## src/rtl/ncm_nlfsr_stream.sv

```systemverilog
// Keystream generator: two cross-coupled NLFSRs, WARMUP discarded steps after a load, then
// one bit per step packed LSB-first into OUT_W-bit words on a valid/ready port that stalls rather than drops.
module ncm_nlfsr_stream #(
  parameter int               W_A    = 29,
  parameter int               W_B    = 27,
  parameter logic [W_A-1:0]   TAPS_A = 29'h08C91869,
  parameter logic [W_B-1:0]   TAPS_B = 27'h02A4D17,
  parameter int               AND_A1 = 28,
  parameter int               AND_A0 = 20,
  parameter int               AND_B1 = 10,
  parameter int               AND_B0 = 6,
  parameter int               WARMUP = 112,
  parameter int               OUT_W  = 8
) (
  input  logic                 clk,
  input  logic                 rst,
  input  logic [W_A+W_B-1:0]   i_seed,
  input  logic                 i_load,
  input  logic                 i_halt,
  output logic [OUT_W-1:0]     o_data,
  output logic                 o_valid,
  input  logic                 i_ready,
  output logic [W_A+W_B-1:0]   o_state,
  output logic                 o_warm,
  output logic                 o_seed_err
);

  localparam int WC_W = (WARMUP > 0) ? $clog2(WARMUP + 1) : 1;
  localparam int PC_W = (OUT_W > 1) ? $clog2(OUT_W) : 1;
  localparam logic [WC_W-1:0] WARM_LAST = WC_W'((WARMUP > 0) ? WARMUP - 1 : 0);
  localparam logic [PC_W-1:0] PACK_LAST = PC_W'(OUT_W - 1);

  localparam logic [1:0] S_IDLE = 2'd0;
  localparam logic [1:0] S_WARM = 2'd1;
  localparam logic [1:0] S_RUN  = 2'd2;

  logic [W_A-1:0]   reg_a;
  logic [W_B-1:0]   reg_b;
  logic [1:0]       state;
  logic [WC_W-1:0]  warm_cnt;
  logic [PC_W-1:0]  pack_cnt;
  logic [OUT_W-1:0] pack;

  logic             fb_a;
  logic             fb_b;
  logic             ks_bit;
  logic             word_done;
  logic             stall;
  logic             step;
  logic [OUT_W-1:0] word_next;

  always_comb begin
    fb_a      = (reg_a[AND_A1] & reg_a[AND_A0]) ^ (^(reg_a & TAPS_A)) ^ reg_b[0];
    fb_b      = (reg_b[AND_B1] & reg_b[AND_B0]) ^ (^(reg_b & TAPS_B)) ^ reg_a[0];
    ks_bit    = reg_a[0] ^ reg_b[0];
    word_done = (pack_cnt == PACK_LAST);
    // Only the word-completing step can collide with an unaccepted word, so only it stalls.
    stall     = (state == S_RUN) && word_done && o_valid && !i_ready;
    step      = (state != S_IDLE) && !i_halt && !stall;
    word_next = pack;
    word_next[pack_cnt] = ks_bit;
  end

  always_ff @(posedge clk) begin
    if (rst) begin
      reg_a      <= '0;
      reg_b      <= '0;
      state      <= S_IDLE;
      warm_cnt   <= '0;
      pack_cnt   <= '0;
      pack       <= '0;
      o_data     <= '0;
      o_valid    <= 1'b0;
      o_seed_err <= 1'b0;
    end else if (i_load) begin
      warm_cnt <= '0;
      pack_cnt <= '0;
      o_valid  <= 1'b0;
      if (i_seed != '0) begin
        {reg_a, reg_b} <= i_seed;
        o_seed_err     <= 1'b0;
        state          <= (WARMUP == 0) ? S_RUN : S_WARM;
      end else begin
        reg_a      <= '0;
        reg_b      <= '0;
        o_seed_err <= 1'b1;
        state      <= S_IDLE;
      end
    end else begin
      if (o_valid && i_ready) begin
        o_valid <= 1'b0;
      end
      if (step) begin
        reg_a <= {fb_a, reg_a[W_A-1:1]};
        reg_b <= {fb_b, reg_b[W_B-1:1]};
        if (state == S_WARM) begin
          if (warm_cnt == WARM_LAST) begin
            state <= S_RUN;
          end else begin
            warm_cnt <= warm_cnt + 1'b1;
          end
        end else begin
          pack <= word_next;
          // A completing word overrides the clear from a same-cycle transfer.
          if (word_done) begin
            o_data   <= word_next;
            o_valid  <= 1'b1;
            pack_cnt <= '0;
          end else begin
            pack_cnt <= pack_cnt + 1'b1;
          end
        end
      end
    end
  end

  assign o_state = {reg_a, reg_b};
  assign o_warm  = (state == S_WARM);

endmodule

```

## config.mk

```make
export PLATFORM = sky130hd
export DESIGN_NAME = ncm_nlfsr_stream
export DESIGN_NICKNAME = d
export VERILOG_FILES = /design/src/rtl/ncm_nlfsr_stream.sv
export SDC_FILE = /design/constraint.sdc
export NUM_CORES = 1
export LEC_CHECK = 0
export ABC_AREA = 1
export CORE_UTILIZATION = 47
export CTS_CLUSTER_DIAMETER = 100
export DETAILED_ROUTE_END_ITERATION = 7
export GPL_ROUTABILITY_DRIVEN = 0
export PLACE_DENSITY_LB_ADDON = 0.12
export SLEW_MARGIN = 5
export SYNTH_ARGS = -nofsm -noshare
export SYNTH_HDL_FRONTEND = slang
export SYNTH_SLANG_ARGS = --single-unit
```

## constraint.sdc

```tcl
create_clock -name clk -period 2.3 [get_ports clk]
set_clock_uncertainty 0.15 [all_clocks]
set_input_delay 0.46 -clock clk [delete_from_list [all_inputs] [get_ports clk]]
set_output_delay 0.46 -clock clk [all_outputs]
set_load 0.02 [all_outputs]
```

==> results of run 1 <==
[flip-flops by register name, indices dropped and copies added (netlist names)]
name	flops
o_seed_err	1
reg_b	27
state	2
o_valid	1
pack	8
pack_cnt	3
reg_a	29
o_data	8
warm_cnt	7
[layout make-up]
type,count,share of cell area
Timing Repair Buffer,136,0.2372
Inverter,39,0.02673
Sequential cell,86,0.2945
Tap cell,108,0.02310
Clock buffer,12,0.02823
Clock inverter,4,0.009196
Multi-Input combinational cell,448,0.3811
[worst max-delay path: stages, from the launching register on]
cell and delay, ns:
dfxtp_1 0.34, inv_1 0.10, nor2_4 0.18, clkdlybuf4s50_1 0.63
[final timing paths]
| path | from | to | slack (ns) | cells after the start |
|---|---|---|---|---|
| min | pack[5] | pack[5] | 0.32 | 2 |
| min reg2reg | pack[5] | pack[5] | 0.32 | 2 |
| max | state[0] | o_warm | 0.09 | 3 |
| max reg2reg | pack_cnt[1] | reg_b[11] | 0.22 | 10 |
[Yosys cell counts]
cell type  number
nor3b_1         1
ha_1            3
nor2_8          2
clkinv_4        1
nor2_4          1
nand3b_1        1
nand2_2         1
nand3_4         1
o21ai_0       106
nor4_1          9
nand3_2         1
inv_2           4
dfxtp_1        86
inv_4           2
nand4_1         2
nand3_1        21
buf_6           1
and3_1          1
nor2_1         36
o21ai_2         1
nand2b_1        1
xor2_1          9
buf_2          14
a21oi_4         1
xnor2_1        10
buf_1           1
o21ai_1        21
nor2_2          3
inv_1          32
clkbuf_1       14
a21oi_1        87
buf_4           2
nand2_1       127
nor3_1          2
[cells by family after synthesis]
family | synth area share
AO/OA/AOI/OAI | 0.2574
AND/OR/NAND/NOR | 0.2178
flip-flops | 0.4043
buffers and inverters | 0.07258
XOR/XNOR | 0.03908
adder cells (fa/ha/maj) | 0.008817
[power groups by stage]
stage / Sequential [uW] / Combinational (uW) / Clock, uW
finish: 1660 / 796 / 1160
detailed placement: 1690 / 794 / 0
floorplan: 1760 / 347 / 0
global placement: 1690 / 776 / 0
global route: 1670 / 880 / 1230
CTS: 1660 / 798 / 1180
[metal layers]
metal / global-route usage / vias to the layer above
met4: 0.08955 / 0
met2: 0.4382 / 168
met5: 0 / -
met3: 0.06115 / 17
met1: 0.3256 / 2131
li1: - / 2270
[metrics by stage]
step,instances,util,hold slack [ns]
after floorplan,605,-,0.2835
after global placement,817,0.6418,0.2990
after detailed placement,817,0.6418,0.3054
after CTS,833,0.6668,0.3210
after global routing,833,0.6676,0.3503
final,833,0.6676,0.3170
[cells in the final DEF, fill, tap and decap left out, types with 2 or more instances in the layout]
master / instances
ha_1: 2
xnor2_1: 10
buf_4: 4
nand2_1: 127
o21ai_0: 106
nor2_8: 2
nor2_2: 3
clkinv_4: 2
dfxtp_1: 85
a21oi_1: 87
clkbuf_8: 12
inv_4: 2
inv_2: 4
nor3_1: 2
buf_12: 4
nand3_1: 21
xor2_1: 9
clkinvlp_4: 2
o21ai_1: 21
clkdlybuf4s50_1: 126
inv_1: 32
nand4_1: 2
nor4_1: 9
nor2_1: 36
==> results.yml, run 1 <==
timing:
  hold_violations: 0
  max_freq_mhz: 452.6
  fin_setup_tns_ns: 0
  rsz0062_at_grt: "false"
  period_needed_ns: 2.210
  setup_viol: 0
  fin_crit_sh: 0.9607
  setup_ws_ns: 0.09047
  slew_headroom: 0.5985
  worstMarginPinSlew_ns: 0.5979
  report.final.slew_viol_count: 0
grt:
  grt_use_total: 0.2603
  antenna_found_initial: 0
  grt-ovfl-total: 0
  grt_first_pass_wirelength_mm: 20.40
  grt_pass1_vias: 4350
  grt_max_degree: 66
detailed_routing:
  drt_iter0_drc: 311
  drc_errors: 0
  ant_nets: 0
  vias: 4586
  m1WireLength_mm: 5.234
  wl_mm: 12.02
  met2_length_mm: 5.775
  routed.top_layer: "met4"
  dr.pass1.iters: 5
  met3_length_um: 802
  via_per_inst: 5.505
  wire_per_inst_um: 14.43
outcome:
  outcome: "completed"
floorplan:
  io_pins: 128
  initial_core_util: 0.4859
  fp.dieArea_mm2: 0.009444
  die_h_um: 97.18
  num_rows: 34
  die_x_um: 97.18
  coreArea_mm2: 0.008763
power:
  power_uw: 3620
  power_density_mw_per_mm2: 618.7
  power_frac_comb: 0.220
  switchingPower_uw: 1079
  power.internal_uw: 2541
  power.share.switching: 0.2980
  p_seq_frac: 0.459
  ir_worst_vdd_v: 0.0003531
  power.leakage_uw: 0.002227
  pwr-share-clk: 0.321
finish:
  antenna_cells: 0
  syn2layout_area_growth_pct: 37.41
  n_fill_cell: 758
  seqCellArea_mm2: 0.001723
  fin_nets: 784
  stdcell_area_mm2: 0.005851
  drive_above_1_share: 0.06345
  multi_input_area_mm2: 0.002230
synth:
  syn-num-nets: 669
  synth_seq_cells: 86
  yosysTopAreaCellShare: 0.4043
  synth_cells: 605
  syn_avg_cell_area_um2: 7.038
  yosysSeqAreaShare: 0.4043
  synth.distinct_cells: 34
  synth_area_leaders: "dfxtp_1 40%, o21ai_0 12%, nand2_1 11%"
  netlist_area_mm2: 0.004258
  synth_area_leader_cell: "dfxtp_1"
  ys_warn_count: 0
clock_tree:
  path_clk_slew_ns: 0.09
  clock_sinks: 86
  postCtsSetupRepairBufs: 0
  clk_path_buf_depth: 2
  cts_tree: "yes"
  cts_inserted_buffers: 9
  holdBufCountCts: 0
  ctsHtreeMaxLevel: 3
  post_cts_resized: 0
  cts_root_buf: "clkbuf_8"
  clkLatencyLatePin_ns: 0.35
setup_path:
  critical_path_class: "reg2out"
  arrival_ns: 1.60
  worst_setup_path_end_kind: "output port"
  cp_max_fo: 3
  worstSetupStartpointType: "flop"
  critPathRequiredTime_ns: 1.69
place:
  io_buffers: 127
  hpwl_mm: 8.339
  place_ws_ns: 0.08043
  postPlaceCellArea_mm2: 0.005624
worst_hold_path:
  min_path_type: "reg2reg"
run:
  drv_cap: 0
Note: power is estimated with default switching activity, not from simulation.
==> inputs of run 2 (changes only) <==
--- a/config.mk
+++ b/config.mk
@@ -6,7 +6,9 @@
 export NUM_CORES = 1
 export LEC_CHECK = 0
 export ABC_AREA = 1
-export CORE_UTILIZATION = 47
+export CELL_PAD_IN_SITES_DETAIL_PLACEMENT = 1
+export CELL_PAD_IN_SITES_GLOBAL_PLACEMENT = 1
+export CORE_UTILIZATION = 33
 export CTS_CLUSTER_DIAMETER = 100
 export DETAILED_ROUTE_END_ITERATION = 7
 export GPL_ROUTABILITY_DRIVEN = 0
==> run 2 against run 1 <==
Register-to-register slack barely moved; total power increased by 6.5%; sequential power hardly changed; first-iteration DRC count fell by 34%; clock power grew 19%; flip-flop and latch count unchanged; maximum frequency is 0.77% higher; cell area is 2.4% higher; largest cell class unchanged; largest power group unchanged; highest routed layer unchanged.
==> results.yml, run 2 (synthesis results as in run 1) <==
outcome:
  outcome: "completed"
clock_tree:
  cts_root_buf: "clkbuf_16"
  postCtsSetupRepairBufs: 0
  clk_path_buf_depth: 2
  ctsHtreeMaxLevel: 3
  path_clk_slew_ns: 0.07
  cts_tree: "yes"
  cts_inserted_buffers: 9
  post_cts_resized: 0
  clkLatencyLatePin_ns: 0.34
  clock_sinks: 86
  holdBufCountCts: 0
power:
  power.leakage_uw: 0.002279
  power_uw: 3855
  power_density_mw_per_mm2: 643.4
  ir_worst_vdd_v: 0.0003230
timing:
  whs_ns: 0.3170
  fin_crit_sh: 0.9534
  rsz0062_at_grt: "false"
  period_needed_ns: 2.193
  slew_headroom: 0.5596
  fin_setup_tns_ns: 0
  setup_viol: 0
  hold_violations: 0
  worstMarginPinSlew_ns: 0.6559
  max_freq_mhz: 456.0
  report.final.slew_viol_count: 0
detailed_routing:
  wire_per_inst_um: 15.25
  wl_mm: 13.74
  ant_nets: 0
  via_per_inst: 5.120
  dr.pass1.iters: 4
  drt_iter0_drc: 204
  drc_errors: 0
  vias: 4613
finish:
  final_cell_mix: "127 x nand2_1, 125 x clkdlybuf4s50_1, 106 x o21ai_0"
  stdcell_count: 901
  stdcell_area_mm2: 0.005992
  largest_register: "reg_a"
  largest_reg_flops: 29
  fin_nets: 788
  n_fill_cell: 1594
  biggestRegsByFlops: "reg_a: 29 flops, reg_b: 27 flops"
  antenna_cells: 0
  syn2layout_area_growth_pct: 40.73
  layout_commonest_cell: "nand2_1"
  drive_above_1_share: 0.06584
setup_path:
  arrival_ns: 1.58
  worstSetupStartpointType: "flop"
  critPathRequiredTime_ns: 1.69
  max_stage_delay_ns: 0.71
  critical_path_class: "reg2out"
  critPathBufInv: 1
  cp_max_fo: 7
  cp_top_family: "buffers and inverters"
  path_cells: "clkdlybuf4s50_1"
  critical_path.slowest_cell: "clkdlybuf4s50_1"
  worst_setup_path_end_kind: "output port"
grt:
  grt_pass1_vias: 4616
  grt_use_total: 0.2132
  antenna_found_initial: 0
  grt_first_pass_wirelength_mm: 22.42
  busiest_layer: "met2"
  grt-ovfl-total: 0
  grt_max_degree: 49
  use_met3: 0.04184
  use_met1: 0.2631
  use_met2: 0.3625
floorplan:
  num_rows: 41
  fp.dieArea_mm2: 0.01336
  die_x_um: 115.6
  die_h_um: 115.6
  coreArea_mm2: 0.01262
  io_pins: 128
  initial_core_util: 0.3374
place:
  postPlaceCellArea_mm2: 0.005709
  dp_cells: 885
  io_buffers: 127
  hpwl_mm: 9.994
run:
  drv_cap: 0
worst_hold_path:
  min_path_type: "reg2reg"
## run 2: path summary, 6_finish.rpt
check | start | end | slack [ns] | cells past startpoint
setup / recovery | reg_b[0] | o_state[0] | 0.11 | 1
hold / removal | o_data[5] | o_data[5] | 0.32 | 2
setup reg to reg | pack_cnt[0] | reg_b[5] | 0.21 | 10
hold reg to reg | o_data[5] | o_data[5] | 0.32 | 2
## run 2: stage by stage
stage / worst slack (ns) / util
3_3_place_gp: 0.08600 / 0.4524
2_1_floorplan: 0.3796 / -
6_report: 0.1073 / 0.4748
5_1_grt: 0.01387 / 0.4748
4_1_cts: 0.03278 / 0.4743
3_5_place_dp: 0.05809 / 0.4524
## run 2: cell type report
class / instances / area (um2) / share of cell area
multi-input cells: 448 / 2227 / 0.3717
flip-flops and latches: 86 / 1722 / 0.2873
repair buffers: 140 / 1395 / 0.2328
clock buffers: 10 / 239.0 / 0.03988
well taps: 172 / 215.2 / 0.03592
inverters: 39 / 156.4 / 0.02610
clock inverters: 6 / 37.54 / 0.006264
## run 2: per-layer routing
| layer | share of wire | routed length (um) |
|---|---|---|
| met1 | 0.44 | 6108 |
| met2 | 0.49 | 6699 |
| met3 | 0.048 | 665 |
| met4 | 0.020 | 268 |
| met5 | 0 | 0 |
## run 2: power by group
part           total (uW)  switching [uW]  internal, uW
Combinational         807             433           373
Sequential           1660            90.5          1570
Clock                1380             628           756
